**src/rtl/fft_pkg.sv**
```systemverilog
// -----------------------------------------------------------------------------
// fft_pkg -- shared definitions for the radix-2 FFT sequencing controller.
//
// Contents:
//   fft_state_e : controller states (LOAD, COMPUTE, DRAIN)
//   bitrev      : reverse the low nbits bits of a value
//   agu_a       : butterfly upper address for (stage s, butterfly i)
//   agu_b       : butterfly lower address, agu_a + 2^s
//   agu_tw      : twiddle ROM address for (stage s, butterfly i)
//
// The functions work on 32-bit unsigned values so they can serve any
// point count; callers cast the result to their own address width.
// -----------------------------------------------------------------------------
package fft_pkg;

    typedef enum logic [1:0] {
        ST_LOAD    = 2'd0,
        ST_COMPUTE = 2'd1,
        ST_DRAIN   = 2'd2
    } fft_state_e;

    function automatic int unsigned bitrev(input int unsigned v, input int unsigned nbits);
        int unsigned r;
        r = 0;
        for (int unsigned b = 0; b < nbits; b++) begin
            r = r | (((v >> b) & 32'd1) << (nbits - 1 - b));
        end
        return r;
    endfunction

    // Insert a zero at bit position s of i: the low s bits stay in place,
    // the remaining bits move up by one.
    function automatic int unsigned agu_a(input int unsigned s, input int unsigned i);
        return ((i >> s) << (s + 1)) | (i & ((32'd1 << s) - 1));
    endfunction

    function automatic int unsigned agu_b(input int unsigned s, input int unsigned i);
        return agu_a(s, i) + (32'd1 << s);
    endfunction

    function automatic int unsigned agu_tw(input int unsigned s, input int unsigned i,
                                           input int unsigned n2);
        return (i & ((32'd1 << s) - 1)) << (n2 - 1 - s);
    endfunction

endpackage

```
**src/rtl/fft_agu.sv**
```systemverilog
// -----------------------------------------------------------------------------
// fft_agu -- combinational address generator for one butterfly.
//
// Ports:
//   i_stage   in  SW     current stage s (0 .. N_2-1)
//   i_idx     in  N_2-1  butterfly index i within the stage (0 .. N/2-1)
//   o_adr_a   out N_2    upper butterfly address A
//   o_adr_b   out N_2    lower butterfly address B = A + 2^s
//   o_twiddle out N_2-1  twiddle ROM address
// -----------------------------------------------------------------------------
module fft_agu
    import fft_pkg::*;
#(
    parameter  int N_2 = 5,
    localparam int SW  = $clog2(N_2)
) (
    input  logic [SW-1:0]  i_stage,
    input  logic [N_2-2:0] i_idx,
    output logic [N_2-1:0] o_adr_a,
    output logic [N_2-1:0] o_adr_b,
    output logic [N_2-2:0] o_twiddle
);

    always_comb begin
        o_adr_a   = N_2'(agu_a(32'(i_stage), 32'(i_idx)));
        o_adr_b   = N_2'(agu_b(32'(i_stage), 32'(i_idx)));
        o_twiddle = (N_2-1)'(agu_tw(32'(i_stage), 32'(i_idx), N_2));
    end

endmodule

```
**src/rtl/fft_seq_ctrl.sv**
```systemverilog
// -----------------------------------------------------------------------------
// fft_seq_ctrl -- sequencing controller for an in-place, ping-pong radix-2
// DIT FFT built around two dual-port RAMs (combinational read, registered
// write) and an external butterfly datapath.
//
// Ports:
//   clk, reset            clock; asynchronous active-low reset
//   clear                 synchronous abort back to LOAD
//   in_valid / in_ready   input sample handshake (samples go to RAM0)
//   out_valid / out_ready output sample handshake; out_last marks index N-1
//   rd0a, rd1a            RAM port-a read data, used for output streaming
//   out_data              result sample from whichever RAM the last stage wrote
//   load                  selects input data as the RAM0 write data
//   rdsel                 butterfly reads RAM1 when 1, RAM0 when 0
//   we0, we1              RAM write enables
//   adr0a/adr0b/adr1a/adr1b RAM port addresses
//   twiddleadr            twiddle ROM address
//   busy                  high in COMPUTE and DRAIN
//   done                  one-cycle pulse on the final output handshake
//
// Flow: LOAD writes samples in bit-reversed order into RAM0, COMPUTE runs
// N_2 stages of N/2 butterflies (one per cycle) alternating RAM0->RAM1 on
// even stages and RAM1->RAM0 on odd stages, DRAIN streams the result RAM in
// natural order.
// -----------------------------------------------------------------------------
module fft_seq_ctrl
    import fft_pkg::*;
#(
    parameter int width = 16,
    parameter int N_2   = 5
) (
    input  logic               clk,
    input  logic               reset,
    input  logic               clear,
    input  logic               in_valid,
    output logic               in_ready,
    output logic               out_valid,
    input  logic               out_ready,
    output logic               out_last,
    input  logic [2*width-1:0] rd0a,
    input  logic [2*width-1:0] rd1a,
    output logic [2*width-1:0] out_data,
    output logic               load,
    output logic               rdsel,
    output logic               we0,
    output logic               we1,
    output logic [N_2-1:0]     adr0a,
    output logic [N_2-1:0]     adr0b,
    output logic [N_2-1:0]     adr1a,
    output logic [N_2-1:0]     adr1b,
    output logic [N_2-2:0]     twiddleadr,
    output logic               busy,
    output logic               done
);

    localparam int            SW     = $clog2(N_2);
    localparam logic [SW-1:0] S_LAST = SW'(N_2 - 1);

    fft_state_e     r_state;
    logic [N_2-1:0] r_k;   // input sample count
    logic [N_2-2:0] r_i;   // butterfly index within the stage
    logic [SW-1:0]  r_s;   // stage
    logic [N_2-1:0] r_j;   // output sample count

    logic [N_2-1:0] w_adr_a;
    logic [N_2-1:0] w_adr_b;
    logic [N_2-2:0] w_tw;
    logic [N_2-1:0] w_k_rev;
    logic           w_live;

    fft_agu #(.N_2(N_2)) u_agu (
        .i_stage   (r_s),
        .i_idx     (r_i),
        .o_adr_a   (w_adr_a),
        .o_adr_b   (w_adr_b),
        .o_twiddle (w_tw)
    );

    assign w_k_rev = N_2'(bitrev(32'(r_k), N_2));

    // Write enables and done are combinational, so they must be gated
    // directly by reset and clear to stay quiet in the cycle those are seen.
    assign w_live = reset && !clear;

    // With an odd number of stages the last (even) stage writes RAM1.
    assign out_data = (N_2 % 2 == 1) ? rd1a : rd0a;

    // NOTE: state and counters use non-blocking assignments so every
    // register samples the pre-edge values of the others.
    always_ff @(posedge clk or negedge reset) begin
        if (!reset) begin
            r_state <= ST_LOAD;
            r_k     <= '0;
            r_i     <= '0;
            r_s     <= '0;
            r_j     <= '0;
        end else if (clear) begin
            r_state <= ST_LOAD;
            r_k     <= '0;
            r_i     <= '0;
            r_s     <= '0;
            r_j     <= '0;
        end else begin
            case (r_state)
                ST_LOAD: begin
                    // in_ready is constant 1 here, so in_valid is the handshake.
                    if (in_valid) begin
                        if (r_k == '1) begin
                            r_k     <= '0;
                            r_state <= ST_COMPUTE;
                        end else begin
                            r_k <= r_k + 1'b1;
                        end
                    end
                end
                ST_COMPUTE: begin
                    if (r_i == '1) begin
                        r_i <= '0;
                        if (r_s == S_LAST) begin
                            r_s     <= '0;
                            r_state <= ST_DRAIN;
                        end else begin
                            r_s <= r_s + 1'b1;
                        end
                    end else begin
                        r_i <= r_i + 1'b1;
                    end
                end
                ST_DRAIN: begin
                    if (out_ready) begin
                        if (r_j == '1) begin
                            r_j     <= '0;
                            r_state <= ST_LOAD;
                        end else begin
                            r_j <= r_j + 1'b1;
                        end
                    end
                end
                default: r_state <= ST_LOAD;
            endcase
        end
    end

    // NOTE: every output gets a default before the case so no path through
    // the block leaves a signal unassigned (which would infer a latch).
    always_comb begin
        in_ready   = 1'b0;
        out_valid  = 1'b0;
        out_last   = 1'b0;
        done       = 1'b0;
        load       = 1'b0;
        rdsel      = 1'b0;
        we0        = 1'b0;
        we1        = 1'b0;
        adr0a      = '0;
        adr0b      = '0;
        adr1a      = '0;
        adr1b      = '0;
        twiddleadr = '0;
        busy       = 1'b0;
        case (r_state)
            ST_LOAD: begin
                in_ready = 1'b1;
                adr0a    = w_k_rev;
                adr0b    = w_k_rev;
                we0      = in_valid && w_live;
                load     = in_valid && w_live;
            end
            ST_COMPUTE: begin
                busy       = 1'b1;
                adr0a      = w_adr_a;
                adr1a      = w_adr_a;
                adr0b      = w_adr_b;
                adr1b      = w_adr_b;
                twiddleadr = w_tw;
                // Even stages read RAM0 and write RAM1; odd stages the reverse.
                rdsel      = r_s[0];
                we0        = r_s[0] && w_live;
                we1        = !r_s[0] && w_live;
            end
            ST_DRAIN: begin
                busy      = 1'b1;
                out_valid = 1'b1;
                adr0a     = r_j;
                adr1a     = r_j;
                out_last  = (r_j == '1);
                done      = (r_j == '1) && out_ready && w_live;
            end
            default: ;
        endcase
    end

endmodule

```
**config.mk**
```make
export PLATFORM = sky130hd
export DESIGN_NAME = fft_seq_ctrl
export DESIGN_NICKNAME = d
export VERILOG_FILES = /design/src/rtl/fft_pkg.sv /design/src/rtl/fft_agu.sv /design/src/rtl/fft_seq_ctrl.sv
export SDC_FILE = /design/constraint.sdc
export NUM_CORES = 1
export LEC_CHECK = 0
export ABC_AREA = 1
export CAP_MARGIN = 10
export CELL_PAD_IN_SITES_DETAIL_PLACEMENT = 1
export CELL_PAD_IN_SITES_GLOBAL_PLACEMENT = 1
export CORE_MARGIN = 5
export CORE_UTILIZATION = 27
export CTS_BUF_LIST = sky130_fd_sc_hd__clkbuf_4 sky130_fd_sc_hd__clkbuf_8
export CTS_CLUSTER_DIAMETER = 200
export DETAILED_ROUTE_END_ITERATION = 7
export GPL_TIMING_DRIVEN = 0
export PLACE_DENSITY_LB_ADDON = 0.1
export SETUP_SLACK_MARGIN = 0.2
export SLEW_MARGIN = 30
export SYNTH_ARGS = -nofsm -noshare
export SYNTH_HDL_FRONTEND = slang
export SYNTH_SLANG_ARGS = --single-unit
```
**constraint.sdc**
```tcl
create_clock -name clk -period 5.39 [get_ports clk]
set_input_delay 0.539 -clock clk [delete_from_list [all_inputs] [get_ports clk]]
set_output_delay 0.539 -clock clk [all_outputs]
set_load 0.02 [all_outputs]
```
Word-level counts from Yosys, hierarchy flattened

Cells that the tools add are included.

$add $sub $neg: 8
Eq/ne operators: 12
Shifts and indexed selects: 4
Muxes and demuxes: 37
Bitwise logic cells: 6
Reductions and logical operators: 20

Operator list:

| operator                | count |
|---|---|
| $mux W5                 | 9 |
| $and A4 B32 Y32         | 1 |
| $shl A1 B3 Y32 const A  | 1 |
| $shl A32 B32 Y4         | 1 |
| $shl A32 B32 Y5         | 1 |
| $shr A4 B3 Y32          | 1 |
| $sub A32 B1 Y32 const B | 1 |
| $pmux W5 S2             | 2 |
| $ne A3 B3 Y1 const B    | 6 |
| $mux W4                 | 4 |
| $pmux W5 S3             | 1 |
| $mux W2                 | 7 |
| $mux W3                 | 4 |
| $reduce_bool A2 Y1      | 6 |
| $add A5 B1 Y5 const B   | 2 |
| $eq A5 B5 Y1 const B    | 2 |
| $mux W1                 | 8 |
| $logic_and A1 B1 Y1     | 6 |
| $pmux W2 S3             | 1 |
| $reduce_and A2 Y1       | 3 |
| $reduce_and A6 Y1       | 1 |
| $add A5 B5 Y5           | 1 |
| $or A5 B1 Y5            | 1 |
| $or A5 B2 Y5            | 1 |
| other kinds (15)        | 16 |

Register bits: 19
Bits of input ports: 69
Word-level logic and storage cells: 92

Longest topological paths before layout

Gate-level depths: netlist of the first run.

Depth after elaboration: 6
Mapped depth: 20
Mapped depth without buffers: 19

Hierarchy

From an unflattened synthesis of the first run, not the netlist that was laid out.

Cells, all modules: 370
Area total of the unflattened synthesis: 2,364.8 µm²

Modules (own cells, without submodules):

| module       | times used | cells an instance | area each (µm²) |
|---|---|---|---|
| fft_seq_ctrl | 1          | 251               | 1,705.4 |
| fft_agu      | 1          | 119               | 659.4 |

Worst setup path after synthesis of the first run

No wires, ideal clock.

Path kind: register to output
From: register r_s[0]
To: output adr0b[4]
Data arrival time: 2.941 ns
Path slack: 1.910 ns
Stages on the path, launching flop included: 20
Buffers on the path: 2
Cells stage by stage: dfrtp_1 buf_6 inv_4 buf_6 ha_1 ha_1 inv_1 ha_1 or2_2 nand2_2 inv_1 fa_1 inv_1 nand3_1 nand2_1 xor2_1 nand3_1 nand2_1 nand2_1 nand2_1

Longest elaborated chain between the ends: 6
Elaborated cells between the ends (all ways): 9

RTL lines:

| item                   | line                         | text |
|---|---|---|
| from (decl)            | fft_seq_ctrl.sv:62           | `logic [SW-1:0] r_s;` |
| from (signal assigned) | fft_seq_ctrl.sv:123          | `r_s <= r_s + 1'b1;` |
| $shl A1 B3 Y32         | fft_pkg.sv:34, fft_pkg.sv:38 |  |
| $sub A32 B1 Y32        | fft_pkg.sv:34                | `return ((i >> s) << (s + 1)) \| (i & ((32'd1 << s) - 1));` |
| $and A4 B32 Y32        | fft_pkg.sv:34                |  |
| $or A5 B5 Y5           | fft_pkg.sv:34                |  |
| $add A5 B5 Y5 (*)      | fft_pkg.sv:38                | `return agu_a(s, i) + (32'd1 << s);` |
| $pmux W5 S2 (*)        | fft_seq_ctrl.sv:161          | `case (r_state)` |
| to (decl)              | fft_seq_ctrl.sv:48           | `output logic [N_2-1:0] adr0b,` |

Mark *: on every way between the ends. The rest lies on a longest branch, timed or not.

Worst setup path in the final report of the first run

Ends and elaborated chain as after synthesis.

==> summary.txt, run 1 <==
Status
  – Status: finished, final reports clean

Yosys
  – Syn Nets: about 430
  – Top FF cell, synth: dfrtp_1
  – Adder-Cell Fraction of Synth Area: a little over an eighth
  – Register area share after synthesis: roughly a fifth
  – Post-Syn Area: approximately 2200 um2
  – Largest family of logic cells by synthesized area: simple AND/OR/NAND/NOR gates
  – Distinct cell type count after synthesis: 34
  – Multiplexer area fraction after synthesis: 0%
  – Synth Instances: 337
  – Post-synthesis compound-gate area fraction: between 10% and 20%
  – Ys async rst share: 100%
  – XOR/XNOR share of the synthesized area: between 1 and 1.5%
  – Syn_area_per_cell: roughly 6.6 um2
  – Simple-Gate Fraction of Synth Area: 31.6%
  – Post-synth EDFFs: 0
  – Synth Register Bits: 19
  – Yosys warning count: 0

Clock network
  – Clock transition at the registers of the reported paths: roughly 90 ps
  – CTS tree: yes
  – Worst-Skew Late Latency: ~270 ps
  – Clock Sinks: 19
  – H-tree Lvls: 1
  – CTS root buffer: clkbuf_8
  – Number of buffers created by CTS: 3
  – Post-CTS Hold Fix Bufs: 0
  – Clock Path Buffers: 2
  – Post-CTS Setup Inserts: 0
  – Post_cts resized: 0

Timing
  – Fmax achieved: between 0.2 and 0.25 GHz
  – Final period utilization: between 80% and 90%
  – Max_slew headroom: approximately 65%
  – RSZ-0062 raised after global routing: no
  – Max Slew Vio Count: 0
  – Hold Fails Final Rpt: 0
  – Clock skew: approximately 13 ps
  – Setup tns final: 0 ps
  – Slew @ Worst Pin: 518 ps
  – Tmin final: 4680 ps
  – Final WS setup: approximately 710 ps
  – Count of final setup violators: 0

Placement
  – Port bufs: 69
  – Hpwl dp: between 6 and 7 mm
  – Final RePlAce weighted congestion: 0.812
  – Placed Area: roughly 3000 um2
  – Pre-CTS setup slack: approximately 1000 ps
  – DP Cell Count: between 500 and 600

Route
  – Remaining DRCs: 0
  – First-pass iteration count of the detailed router: 4
  – Remaining antenna violation count: 0
  – Final WL: 7.51 mm
  – Vias per inst: about 4.6
  – DRT iter0 DRCs: 70
  – Avg WL per Cell: around 15 um
  – Vias: approximately 2400

Job
  – Max-cap viol count: 0

Floorplanning
  – Initial Util: 27.4%
  – IO Pins: between 100 and 150
  – Core Area: 8130 um2
  – Die X: 101 um
  – # rows: 33
  – Die height: slightly above 100 um
  – Full die area: slightly above 10000 um2

Cells and area
  – Final core occ: between 30% and 40%
  – # diodes: 0
  – Commonest cells after routing, fill and taps aside: 75 x nand2_1, 68 x clkdlybuf4s50_1, 49 x inv_1
  – Non-Filler Instances: roughly 500
  – Commonest non-fill, non-tap cell in the layout: nand2_1
  – Design area: a little over 3000 um2
  – Final #Nets: roughly 500
  – Area grow syn2layout: 38.7%
  – Share of layout cells above drive strength 1: 14.9%

GRT
  – Initial antenna violation count: 0
  – Vias in the first global route: between 2000 and 2500
  – First-pass GRT wire length: approximately 12 mm
  – Overflow after GRT: 0
  – Total track usage: approximately 15%
  – Pin count of the biggest net entering global routing: 22

Critical path
  – Crit start category: flip-flop
  – Crit path largest cell delay: about 600 ps
  – Cell family with the largest share of critical-path delay: buffers and inverters
  – Critical path cell sequence: buf_6 > inv_4 > buf_6 > ha_1 > ha_1 > inv_1 > ha_1 > or2_2 > nand2_2 > inv_1 > fa_1 > inv_1 > nand3_1 > nand2_1 > xor2_1 > nand3_1 > nand2_1 > nand2_1 > nand2_1 > clkdlybuf4s50_1
  – Crit path DAT: around 4100 ps
  – CP endpoint kind: primary output
  – Crit path from: r_s[0]$_DFFE_PN0P_
  – WS Path Type: flip-flop to primary output
  – Worst path bufs/invs: 7
  – Crit-path slowest cell: clkdlybuf4s50_1
  – CP Max Fanout: 11
  – Reg2reg start: r_state[0]$_DFFE_PN0P_
  – Crit path required time: between 4000 and 5000 ps
  – Critical Path Most Common Cell: nand2_1

Pwr
  – Max VDD drop: between 0.15 and 0.2 mV
  – Power Dens Cells: 233 nW/um2
  – Leakage: 1.50 nW

Worst hold path
  – Hold crit path type: input pin to asynchronous set/reset pin
==> synth_stat cells (4+ instances only) <==
library cell / instances / area, um2
nand2_1: 75 / 282
inv_1: 49 / 184
buf_4: 32 / 240
nand3_1: 29 / 145
nor2_1: 26 / 97.6
ha_1: 22 / 275
dfrtp_1: 19 / 475
a21oi_1: 14 / 70.1
o21ai_0: 13 / 65.1
nor3_1: 10 / 50.1
nand2_2: 6 / 37.5
o21ai_1: 5 / 25.0
o22ai_1: 5 / 31.3
buf_2: 4 / 20.0
==> state kept, by name, summed over array words and instances (netlist names) <==
signal   cells
r_j          5
r_k          5
r_state      2
r_s          3
r_i          4
==> layout make-up <==
| class | count | area, um2 |
|---|---|---|
| flip-flops and latches | 19 | 475 |
| multi-input cells | 228 | 1270 |
| clock buffers | 3 | 41.3 |
| well taps | 105 | 131 |
| repair buffers | 69 | 686 |
| fillers | 1058 | 5040 |
| clock inverters | 1 | 5.00 |
| inverters | 52 | 198 |
| plain buffers | 38 | 283 |
==> where the power goes <==
part	leakage (nW)	total (mW)	switching, mW	internal, mW
combinational	1.21	0.433	0.262	0.171
clock	0.0255	0.106	0.0545	0.0516
sequential	0.260	0.182	0.0209	0.161
==> cell families after synthesis <==
family,count (synthesis)
and+or+nand+nor,159
buffers and inverters,90
AOI/OAI and AO/OA,43
adders and majority gates,23
DFF,19
xor gates and xnor gates,3
==> path summary, 6_finish.rpt <==
check | slack (ps) | cells past startpoint | endpoint
min | 240 | 1 | r_state[0]$_DFFE_PN0P_
max in group asynchronous | 4790 | 1 | r_i[2]$_DFFE_PN0P_
max | 710 | 20 | adr0b[4]
max reg2reg | 3520 | 9 | r_k[3]$_DFFE_PN0P_
min reg2reg | 530 | 2 | r_k[4]$_DFFE_PN0P_
min in group clk | 530 | 2 | r_k[4]$_DFFE_PN0P_
==> metrics by stage <==
step / hold slack [ps] / power (mW)
finish: 239 / 0.720
floorplan: 243 / 0.441
detailed placement: 507 / 0.623
CTS: 252 / 0.733
global route: 264 / 0.786
global placement: 516 / 0.619
==> metal layers <==
| metal | vias up | global-route usage [%] | routed length, um |
|---|---|---|---|
| met5 | - | 0 | 0 |
| met4 | 0 | 3.63 | 94 |
| met3 | 8 | 2.28 | 456 |
| met2 | 65 | 25.0 | 3430 |
| met1 | 1123 | 19.5 | 3520 |
| li1 | 1186 | - | - |
No activity file was read; power rests on OpenSTA's default activity.
==> run 2, diff against run 1 <==
- CORE_UTILIZATION: 27 -> 28
- SLEW_MARGIN: 30 -> 10
- SYNTH_HIERARCHICAL: not set -> 1
==> summary.txt, run 2 <==
Clock network
  – Post_cts resized: 0 (unchanged)
  – Clock transition at the registers of the reported paths: 90 ps (about the same)
  – Clock Sinks: 19 (unchanged)
  – Clock Path Buffers: 2 (unchanged)
  – Post-CTS Setup Inserts: 0 (unchanged)
  – Worst-Skew Late Latency: 270 ps (about the same)
  – Post-CTS Hold Fix Bufs: 0 (unchanged)
  – CTS root buffer: clkbuf_8
  – H-tree Lvls: 1 (unchanged)
  – CTS tree: yes
  – Number of buffers created by CTS: 3 (unchanged)

Route
  – DRT iter0 DRCs: 30 (-57%)
  – Vias: 2508 (+5.3%)
  – First-pass iteration count of the detailed router: 4 (unchanged)
  – Final WL: 7.33 mm (-2.4%)
  – Remaining DRCs: 0 (unchanged)
  – Remaining antenna violation count: 0 (unchanged)
  – Vias per inst: 4.59 (-0.87%)
  – Avg WL per Cell: 13.4 um (-8.1%)

Pwr
  – Combinational fraction of design power: 61.5% (+1.5 points)
  – Share of total power in sequential cells: 23.7% (-1.5 points)
  – Max VDD drop: 0.162 mV (-5.7%)
  – Switching share of power: 46.6% (-0.17 points)
  – Design internal power: 405 uW (+5.8%)
  – Power Dens Cells: 236 nW/um2 (+1.1%)
  – Total power: 760 uW (+5.5%)
  – Sw Pwr: 354 uW (+5.1%)
  – Leakage: 1.69 nW (+13%)
  – Clock share of power: 14.8% (about the same)

Timing
  – Hold Fails Final Rpt: 0 (unchanged)
  – Setup tns final: 0 ps (unchanged)
  – RSZ-0062 raised after global routing: no
  – Max Slew Vio Count: 0 (unchanged)
  – Fmax achieved: 0.211 GHz (-1.4%)
  – Max_slew headroom: 30.1% (-35 points)
  – Tmin final: 4750 ps (+65.7 ps)
  – Slew @ Worst Pin: 1040 ps (+527 ps)
  – Final period utilization: 88.1% (+1.2 points)
  – Clock skew: 11.0 ps (-2.10 ps)
  – Count of final setup violators: 0 (unchanged)
  – Worst hold margin: 564 ps (+324 ps)

Floorplanning
  – Die height: 102 um (+1.0%)
  – Die X: 102 um (+1.0%)
  – IO Pins: 134 (unchanged)
  – Core Area: 8220 um2 (+1.0%)
  – Full die area: 10400 um2 (+2.0%)
  – Initial Util: 28.8% (+1.4 points)
  – # rows: 33 (unchanged)

Yosys
  – Synth top area share: 20.1% (-1.2 points)
  – Synth Instances: 370 (+9.8%)
  – Post-Syn Area: 2360 um2 (+6.1%)
  – Yosys warning count: 6 (+6)
  – Most instantiated cells after synthesis: 104 x nand2_1, 55 x inv_1, 35 x buf_4
  – Register area share after synthesis: 20.1% (-1.2 points)
  – Leading area contributor after synthesis: dfrtp_1
  – Syn_area_per_cell: 6.39 um2 (-3.4%)
  – Top FF cell, synth: dfrtp_1
  – Distinct cell type count after synthesis: 31 (-8.8%)
  – Ys async rst share: 100% (unchanged)
  – Dominant cells by area after synthesis: dfrtp_1 20%, nand2_1 17%, ha_1 13%
  – Synth Register Bits: 19 (unchanged)
  – Most numerous cell in the Yosys netlist: nand2_1
  – Syn Nets: 464 (+8.2%)
  – Post-synth EDFFs: 0 (unchanged)

Cells and area
  – Area grow syn2layout: 36.4%
  – Final #Nets: 537 (+6.8%)
  – Final core occ: 39.3% (+1.2 points)
  – Commonest non-fill, non-tap cell in the layout: nand2_1
  – # diodes: 0 (unchanged)
  – Commonest cells after routing, fill and taps aside: 104 x nand2_1, 68 x clkdlybuf4s50_1, 55 x inv_1
  – Top Registers: r_j: 5 flops, r_k: 5 flops, r_i: 4 flops
  – Share of layout cells above drive strength 1: 13.3% (-1.5 points)

Critical path
  – Critical path cell sequence: inv_1 > buf_4 > ha_1 > ha_1 > inv_1 > ha_1 > or2_2 > o21ai_0 > fa_1 > nand3_1 > nand2_1 > or2_2 > nand2_1 > inv_1 > nand3_1 > nand2_1 > inv_1 > nand2_1 > o21ai_0 > clkdlybuf4s50_1
  – Crit path required time: 4850 ps (about the same)
  – Crit path largest cell delay: 630 ps (+30 ps)
  – CP endpoint kind: primary output
  – Crit-path slowest cell: clkdlybuf4s50_1
  – Crit path DAT: 4210 ps (+70 ps)
  – Crit start category: flip-flop
  – WS Path Type: flip-flop to primary output
  – CP Max Fanout: 11 (unchanged)
  – R2R setup slack: 3750 ps (+230 ps)

Status
  – Status: finished, final reports clean

GRT
  – First-pass GRT wire length: 12.0 mm (-1.8%)
  – Vias in the first global route: 2648 (+6.0%)
  – Initial antenna violation count: 0 (unchanged)
  – Overflow after GRT: 0 (unchanged)
  – Pin count of the biggest net entering global routing: 21 (-4.5%)
  – Total track usage: 14.3% (-0.45 points)

Placement
  – Hpwl dp: 6.25 mm (-3.4%)
  – Final RePlAce weighted congestion: 0.800 (-1.6%)
  – Port bufs: 68 (-1.4%)

Worst hold path
  – Hold crit path type: flip-flop to flip-flop

Job
  – Max-cap viol count: 0 (unchanged)
## run 2: cell count changes in the layout (fill, tap and decap cells not counted), moves of 3 or more
| cell | previous run | this run |
|---|---|---|
| nor2_1 | 26 | 33 |
| nor3_1 | 10 | 4 |
| inv_1 | 49 | 55 |
| buf_4 | 32 | 35 |
| o21ai_0 | 13 | 20 |
| nand2_2 | 6 | 3 |
| nand2_1 | 75 | 104 |
| o22ai_1 | 5 | 0 |
## run 2: cell families after synthesis
kind of cell | synth area share, %
simple gates | 34.0
flops | 20.1
buf+inv | 22.0
compound gates | 9.21
xor+xnor | 1.11
fa+ha+maj | 13.5
## run 2: critical path, delay by kind of cell (launching register included)
kind / cells / cell delay [ps]
buffers and inverters: 6 / 1160
flip-flops: 1 / 490
adder cells (fa/ha/maj): 4 / 1200
AND/OR/NAND/NOR: 8 / 790
AO/OA/AOI/OAI: 2 / 290
## run 2: path summary, 6_finish.rpt
check / from / end / depth (start not counted)
hold / removal: r_j[4]$_DFFE_PN0P_ / r_j[4]$_DFFE_PN0P_ / 2
setup reg to reg: r_j[1]$_DFFE_PN0P_ / r_state[0]$_DFFE_PN0P_ / 9
max in group asynchronous: reset / r_i[2]$_DFFE_PN0P_ / 1
min in group asynchronous: reset / r_j[2]$_DFFE_PN0P_ / 1
setup / recovery: r_s[0]$_DFFE_PN0P_ / adr0b[4] / 20
hold reg to reg: r_j[4]$_DFFE_PN0P_ / r_j[4]$_DFFE_PN0P_ / 2
## run 2: final cells by class
| type | instances | area [um2] |
|---|---|---|
| buffer | 40 | 300 |
| clock buffer | 4 | 48.8 |
| fill | 1107 | 4990 |
| inverter | 58 | 220 |
| multi-input combinational | 253 | 1370 |
| sequential | 19 | 475 |
| tap | 105 | 131 |
| timing repair buffer | 68 | 681 |
## run 2: per-layer routing
metal,part of all wire (%),global-route usage [%],wire [um]
met1,46,18.4,3400
met4,0.60,2.52,44
met3,6.3,2.25,459
met5,0,0,0
met2,47,25.5,3430
## run 2: power groups by stage
stage | sequential [mW] | clock, mW | combinational, mW
2_1_floorplan | 0.178 | 0 | 0.295
3_3_place_gp | 0.183 | 0 | 0.473
3_5_place_dp | 0.184 | 0 | 0.477
4_1_cts | 0.181 | 0.115 | 0.479
5_1_grt | 0.184 | 0.123 | 0.521
6_report | 0.180 | 0.112 | 0.467
## run 2: stage by stage
| step | cells | setup slack (ps) | instance area [um2] |
|---|---|---|---|
| floorplan | 370 | 1840 | 2360 |
| global placement | 543 | 943 | 3180 |
| detailed placement | 543 | 895 | 3180 |
| CTS | 547 | 592 | 3230 |
| global route | 547 | 329 | 3230 |
| finish | 547 | 641 | 3230 |
